`src/rtl/rotor_stepper_if.sv`:
```
// Signal bundle between the keypress side, the rotor stepper and the substitution path.
// rotate is a level; a step is requested on its rising edge. There is no ready, and outputs are registered pulses/levels.
interface rotor_stepper_if #(
  parameter int NUM_ROTORS = 3,
  parameter int W          = 5,
  parameter int CNT_W      = 16
);
  logic                    rotate;
  logic                    load;
  logic                    double_step_en;
  logic [NUM_ROTORS*W-1:0] start_pos;
  logic [NUM_ROTORS*W-1:0] notch_pos;
  logic [NUM_ROTORS*W-1:0] pos;
  logic                    step_done;
  logic                    wrap_out;
  logic [CNT_W-1:0]        step_count;

  modport master (
    output rotate, load, double_step_en, start_pos, notch_pos,
    input  pos, step_done, wrap_out, step_count
  );

  modport slave (
    input  rotate, load, double_step_en, start_pos, notch_pos,
    output pos, step_done, wrap_out, step_count
  );
endinterface

```
`src/rtl/rotor_stepper.sv`:
```
// Enigma-style rotor stepping engine: N rotors over an ALPHA-letter alphabet,
// programmable notches, optional historical double-step, reload and step counter.
module rotor_stepper #(
  parameter int NUM_ROTORS = 3,
  parameter int ALPHA      = 26,
  parameter int W          = 5,
  parameter int CNT_W      = 16
) (
  input logic             clock,
  input logic             reset,
  rotor_stepper_if.slave  bus
);
  localparam logic [W-1:0] LAST = W'(ALPHA - 1);

  logic [W-1:0]          r_pos [NUM_ROTORS];
  logic                  r_prev_rotate;
  logic                  r_step_done;
  logic                  r_wrap_out;
  logic [CNT_W-1:0]      r_step_count;

  logic [W-1:0]          w_start [NUM_ROTORS];
  logic [W-1:0]          w_next  [NUM_ROTORS];
  logic [NUM_ROTORS-1:0] w_at_notch;
  logic [NUM_ROTORS-1:0] w_adv;
  logic                  w_step_req;
  logic                  w_wrap;

  assign w_step_req = bus.rotate && !r_prev_rotate;

  // Out-of-range start values clamp to 0; out-of-range notches can never match.
  always_comb begin
    for (int i = 0; i < NUM_ROTORS; i++) begin
      w_start[i]    = (32'(bus.start_pos[i*W +: W]) >= 32'(ALPHA)) ? '0 : bus.start_pos[i*W +: W];
      w_at_notch[i] = (32'(bus.notch_pos[i*W +: W]) < 32'(ALPHA)) &&
                      (r_pos[i] == bus.notch_pos[i*W +: W]);
    end
  end

  // All notch tests use pre-step positions, so a full cascade resolves in one edge.
  always_comb begin
    w_adv    = '0;
    w_adv[0] = 1'b1;
    for (int i = 1; i < NUM_ROTORS; i++) begin
      w_adv[i] = w_at_notch[i-1] ||
                 (bus.double_step_en && (i <= NUM_ROTORS - 2) && w_at_notch[i]);
    end
    for (int i = 0; i < NUM_ROTORS; i++) begin
      if (!w_adv[i])           w_next[i] = r_pos[i];
      else if (r_pos[i] == LAST) w_next[i] = '0;
      else                     w_next[i] = r_pos[i] + W'(1);
    end
  end

  assign w_wrap = w_adv[NUM_ROTORS-1] && (r_pos[NUM_ROTORS-1] == LAST);

  always_ff @(posedge clock) begin
    if (reset) begin
      r_pos         <= w_start;
      r_prev_rotate <= 1'b1;
      r_step_done   <= 1'b0;
      r_wrap_out    <= 1'b0;
      r_step_count  <= '0;
    end else begin
      r_prev_rotate <= bus.rotate;
      r_step_done   <= 1'b0;
      r_wrap_out    <= 1'b0;
      if (bus.load) begin
        r_pos        <= w_start;
        r_step_count <= '0;
      end else if (w_step_req) begin
        r_pos        <= w_next;
        r_step_done  <= 1'b1;
        r_wrap_out   <= w_wrap;
        r_step_count <= r_step_count + CNT_W'(1);
      end
    end
  end

  for (genvar g = 0; g < NUM_ROTORS; g++) begin : g_pack
    assign bus.pos[g*W +: W] = r_pos[g];
  end

  assign bus.step_done  = r_step_done;
  assign bus.wrap_out   = r_wrap_out;
  assign bus.step_count = r_step_count;
endmodule

```
`src/flat_wrapper.sv`:
```
// flat-port wrapper written by rule: the top's interface ports become plain ports
module rotor_stepper_flat 
#(
  parameter int NUM_ROTORS = 3,
  parameter int ALPHA      = 26,
  parameter int W          = 5,
  parameter int CNT_W      = 16
)
  (clock, reset, bus_rotate, bus_load, bus_double_step_en, bus_start_pos, bus_notch_pos, bus_pos, bus_step_done, bus_wrap_out, bus_step_count);
  rotor_stepper_if #(.NUM_ROTORS(NUM_ROTORS), .W(W), .CNT_W(CNT_W)) bus_i ();
  input logic clock;
  input logic reset;
  input wire logic [$bits(bus_i.rotate)-1:0] bus_rotate;
  input wire logic [$bits(bus_i.load)-1:0] bus_load;
  input wire logic [$bits(bus_i.double_step_en)-1:0] bus_double_step_en;
  input wire logic [$bits(bus_i.start_pos)-1:0] bus_start_pos;
  input wire logic [$bits(bus_i.notch_pos)-1:0] bus_notch_pos;
  output wire logic [$bits(bus_i.pos)-1:0] bus_pos;
  output wire logic [$bits(bus_i.step_done)-1:0] bus_step_done;
  output wire logic [$bits(bus_i.wrap_out)-1:0] bus_wrap_out;
  output wire logic [$bits(bus_i.step_count)-1:0] bus_step_count;
  assign bus_i.rotate = bus_rotate;
  assign bus_i.load = bus_load;
  assign bus_i.double_step_en = bus_double_step_en;
  assign bus_i.start_pos = bus_start_pos;
  assign bus_i.notch_pos = bus_notch_pos;
  assign bus_pos = bus_i.pos;
  assign bus_step_done = bus_i.step_done;
  assign bus_wrap_out = bus_i.wrap_out;
  assign bus_step_count = bus_i.step_count;
  rotor_stepper #(.NUM_ROTORS(NUM_ROTORS), .ALPHA(ALPHA), .W(W), .CNT_W(CNT_W)) u_core (.clock(clock), .reset(reset), .bus(bus_i));
endmodule
```
`config.mk`:
```
export PLATFORM = sky130hd
export DESIGN_NAME = rotor_stepper_flat
export DESIGN_NICKNAME = d
export VERILOG_FILES = /design/src/rtl/rotor_stepper_if.sv /design/src/rtl/rotor_stepper.sv /design/src/flat_wrapper.sv
export SDC_FILE = /design/constraint.sdc
export NUM_CORES = 1
export LEC_CHECK = 0
export BUFFER_PORTS_ARGS = -buffer_cell sky130_fd_sc_hd__buf_2
export CORE_MARGIN = 5
export CORE_UTILIZATION = 55
export CTS_BUF_LIST = sky130_fd_sc_hd__clkbuf_4 sky130_fd_sc_hd__clkbuf_8
export CTS_CLUSTER_DIAMETER = 50
export CTS_CLUSTER_SIZE = 12
export DETAILED_ROUTE_END_ITERATION = 6
export GPL_TIMING_DRIVEN = 0
export HOLD_SLACK_MARGIN = 0.15
export PLACE_DENSITY_LB_ADDON = 0.25
export SYNTH_ARGS = -nofsm -noshare
export SYNTH_HDL_FRONTEND = slang
export SYNTH_SLANG_ARGS = --single-unit
```
`constraint.sdc`:
```
create_clock -name clock -period 4.08 [get_ports clock]
set_input_delay 0.816 -clock clock [delete_from_list [all_inputs] [get_ports clock]]
set_output_delay 0.816 -clock clock [all_outputs]
set_load 0.05 [all_outputs]
```
### Word-level counts from Yosys, hierarchy flattened

Cells that the tools add are included.

* flip-flop bits (word level): 34
* output and inout port bits: 33
* input bits: 35
* logic and storage cells: 48

* $lt $le $gt $ge: 5
* equality and inequality tests: 5
* add/sub/neg operators: 4
* reduce and logical (&&, ||, !) cells: 14
* multiplexer cells: 12
* bitwise logic cells: 1

Operators with widths (count)
* 15-bit two-way mux: 3
* 5-bit two-way mux: 8
* 16-bit by 1-bit adder with 16-bit output (second input constant): 1
* 5-bit by 1-bit adder with 5-bit output (second input constant): 3
* 5-bit equality test (second input constant): 3
* 5-bit greater-or-equal comparator (second input constant): 3
* 5-bit equality test: 2
* 5-bit less-than comparator (second input constant): 2
* 3-bit nonzero test: 3
* 1-bit logical AND: 5
* 2-bit AND reduction: 2
* 3-bit OR reduction: 1
* 2-bit OR reduction: 1
* 1-bit logical NOT: 1
* 1-bit logical OR: 1
* 1-bit two-way mux: 1
* 1-bit NOT: 1

### Logic depth before layout (Yosys ltp)

* word-level depth: 8
* gate-level depth with buffers: 5
* depth with buffers taken out: 5

### Worst setup path after synthesis

Ideal clock, no wire load.

* path kind: input port to flip-flop
* start: input port bus_notch_pos[4]
* end: register u_core.r_pos, in the netlist u_core.bus.pos[5] (enable)
* data arrival time: 1.574 ns
* required time: 3.769 ns
* setup time: 0.311 ns
* path buffers: 0
* setup slack: 2.196 ns
* cell stages on the path: 4
* cell sequence: xor2_1 > or3_1 > a21oi_1 > a211o_1

* cells in the longest elaborated chain, start to end: 5
* elaborated cells between the ends (all ways): 6
* classes of those cells: order compare: 1; eq/ne: 1; reduce/logical: 4

Ends and longest elaborated chain
* start: declaration: RTL line flat_wrapper.sv:17 `input wire logic [$bits(bus_i.notch_pos)-1:0] bus_notch_pos;`
* 5-bit less-than comparator or 5-bit equality test (tied branches): RTL line rotor_stepper.sv:34, rotor_stepper.sv:35
* 1-bit logical AND (*): RTL line rotor_stepper.sv:34 `w_at_notch[i] = (32'(bus.notch_pos[i*W +: W]) < 32'(ALPHA)) &&`
* 1-bit logical OR (*): RTL line rotor_stepper.sv:44 `w_adv[i] = w_at_notch[i-1] ||`
* 3-bit nonzero test (no source line) (*)
* 2-bit AND reduction (no source line) (*)
* end signal: assignment: RTL line rotor_stepper.sv:58 `r_pos <= w_start;`
* end signal: assignment: RTL line rotor_stepper.sv:68 `r_pos <= w_start;`
* end signal: assignment: RTL line rotor_stepper.sv:71 `r_pos <= w_next;`
* end: declaration: RTL line rotor_stepper.sv:15 `logic [W-1:0] r_pos [NUM_ROTORS];`

Every way passes the cells marked *; elsewhere a longest branch is shown, timed or not.
A chain may end at the register's enable or synchronous reset.

### Final worst setup path

* start: register u_core.r_pos, in the netlist u_core.bus.pos[2]
* end: output port bus_pos[2]

RTL lines
* end: declaration: RTL line flat_wrapper.sv:18 `output wire logic [$bits(bus_i.pos)-1:0] bus_pos;`

No word-level cell between the ends.

==> flow_metrics.env <==
export IMPL_run_status="completed"
export IMPL_drt_pass1_iterations=4
export IMPL_crit_type="flop to output port"
export IMPL_relSlewSlack=0.511
export IMPL_antenna_found_initial=0
export IMPL_slew_violations=0
export IMPL_irDropWorstVdd_mv=0.195
export IMPL_worstPathArrival_ps=1170
export IMPL_syn_area_sq_mm=0.00191
export IMPL_fmax_mhz=504
export IMPL_grtUsageTotal=0.194
export IMPL_clkTransAtPathRegs_ps=100
export IMPL_postRouteAntennaNets=0
export IMPL_io_buffers=62
export IMPL_grt_pass1_wl_um=6890
export IMPL_die_w_um=68.9
export IMPL_drive_gt1_frac=0.292
export IMPL_ys_ff_latch=34
export IMPL_viasPerCell=5.35
export IMPL_synth_warnings=0
export IMPL_met2_length_um=1930
export IMPL_drc=0
export IMPL_crit_chain="buf_2"
export IMPL_synth_cell_types=39
export IMPL_syn2layout_area_growth_pct=22.8
export IMPL_dr_wl_met3_um=301
export IMPL_max_stage_delay_ps=520
export IMPL_ys_seq_area_frac=0.435
export IMPL_die_y_um=68.9
export IMPL_multi_input_area_sq_mm=0.00104
export IMPL_io_pins=68
export IMPL_fillers=297
export IMPL_clockBufferDepth=2
export IMPL_synth_top_area_frac=0.236
export IMPL_syn_inst=204
export IMPL_routed_wl_um=4220
export IMPL_gp_congestion=0.812
export IMPL_dp_hpwl_um=3270
export IMPL_ff2ff_setup_slack_ps=2360
export IMPL_yosysMostFrequentCell="nand2_1"
export IMPL_yosys_top_cells_count="nand2_1 (29), nor2_1 (21), o21ai_0 (20)"
export IMPL_cap_violations=0
export IMPL_hold_ws_ps=536
export IMPL_path_buf_inv=1
export IMPL_final_seq_area_sq_um=831
export IMPL_htreeDepth=2
export IMPL_hp_class="flop to flop"
export IMPL_core_rowCount=21
export IMPL_die_area_sq_mm=0.00475
export IMPL_antenna_cells=0
export IMPL_final_hold_viol_count=0
export IMPL_p_leak_nw=1.02
export IMPL_avgSynthCellArea_sq_um=9.35
export IMPL_setup_tns_ps=0
export IMPL_worstMarginPinSlew_ps=731
export IMPL_wl_per_cell_um=13.2
export IMPL_drt_initial_drc_count=97
export IMPL_routed_top_layer="met4"
export IMPL_synth_largest_area_cell="edfxtp_1"
export IMPL_rsz0062_at_grt="no"
export IMPL_setup_viol=0
export IMPL_fin_worst_skew_ps=10.1
export IMPL_clkLatencyLatePin_ps=330
export IMPL_critPathRequiredTime_ps=3260
export IMPL_numClockSinks=34
export IMPL_path_delay_family="flip-flops"
export IMPL_synth_ff_type="dfxtp_1"
export IMPL_wl_met1_um=1940
export IMPL_powerDensity_mw_per_mm2=343
export IMPL_min_period_ps=1980
export IMPL_startpoint_type="flop"
export IMPL_fin_nets=315
export IMPL_hold_buffers=0
export IMPL_synth_net_count=246
export IMPL_async_flop_share=0
export IMPL_synth_edf_count=15
export IMPL_clockRootBuffer="clkbuf_4"
export IMPL_grt_ovfl_total=0
export IMPL_grt_pass1_vias=1547
export IMPL_core_sq_mm=0.00334
export IMPL_cts_setup_buffers=0
export IMPL_floorplan_initialDensity=0.572
export IMPL_cts_tree="done"
export IMPL_cts_buffers_inserted=5
export IMPL_vias=1713
export IMPL_cp_max_fo=7
export IMPL_fin_crit_sh=0.486
export IMPL_yosys_top_cells_area="edfxtp_1 (24%), dfxtp_1 (20%), xnor2_1 (7.3%)"
export IMPL_cts_resized=0
export IMPL_crit_path_end_kind="output port"
export IMPL_grt_max_degree=11
export IMPL_slowest_stage="edfxtp_1"
## registers in the layout, indices dropped and copies added, names as in the netlist
name / count
u_core.bus.wrap_out: 1
u_core.bus.pos: 15
u_core.bus.step_done: 1
u_core.r_prev_rotate: 1
u_core.bus.step_count: 16
## where the power goes
group | switching [mW] | internal, mW
registers | 0.0326 | 0.380
clock network | 0.109 | 0.0984
logic | 0.121 | 0.0628
total | 0.262 | 0.541
## final cells by class
| class | count | share of cell area |
|---|---|---|
| inverter | 6 | 0.00962 |
| clock buffer | 8 | 0.0283 |
| sequential | 34 | 0.355 |
| buffer | 3 | 0.00534 |
| timing repair buffer | 62 | 0.132 |
| multi-input combinational | 161 | 0.445 |
| tap | 46 | 0.0246 |
## cells in the final DEF (no fill, tap or decap), types with 2 or more instances in the layout
cell / synthesis / final
nand2_1: 29 / 29
clkbuf_1: 2 / 2
nand4b_1: 4 / 4
dfxtp_1: 19 / 19
nand3_1: 7 / 7
a31oi_1: 4 / 4
clkbuf_4: 0 / 7
ha_1: 7 / 7
and4b_1: 2 / 2
or2_2: 4 / 4
edfxtp_1: 15 / 15
mux2i_1: 2 / 2
nand4_1: 6 / 6
o21ai_0: 20 / 20
xor2_1: 11 / 11
inv_1: 6 / 6
xnor2_1: 16 / 16
a21oi_1: 4 / 4
nor4_1: 3 / 3
buf_2: 0 / 62
a22oi_1: 3 / 3
nor2_1: 21 / 21
## logic make-up after synthesis
group                    share of synthesized area
XOR/XNOR                                     0.124
buffers and inverters                       0.0184
multiplexers                                0.0105
AND/OR/NAND/NOR                              0.260
flip-flops                                   0.435
adder cells (fa/ha/maj)                     0.0459
AO/OA/AOI/OAI                                0.106
## per-stage QoR
stage	power, mW	utilization	setup WS (ps)	area [sq um]	cells
floorplan	0.547	-	2200	1910	204
global placement	0.601	0.682	1880	2280	312
detailed placement	0.604	0.682	1870	2280	312
CTS	0.809	0.702	2080	2340	320
global route	0.841	0.702	2030	2340	320
finish	0.804	0.702	2100	2340	320
## routing by layer
layer,track usage,vias to the layer above
met5,0,-
met4,0.0803,0
met3,0.0421,7
met2,0.294,61
met1,0.266,780
li1,-,865
## path summary, 6_finish.rpt
kind	startpoint	to	cells past startpoint
worst max-delay path	u_core.bus.pos[2]	bus_pos[2]	1
worst min-delay path	u_core.bus.step_count[1]	u_core.bus.step_count[1]	2
worst max register to register	u_core.bus.pos[4]	u_core.bus.pos[5]	4
worst min register to register	u_core.bus.step_count[1]	u_core.bus.step_count[1]	2
Power figures use the tool's default switching activity.
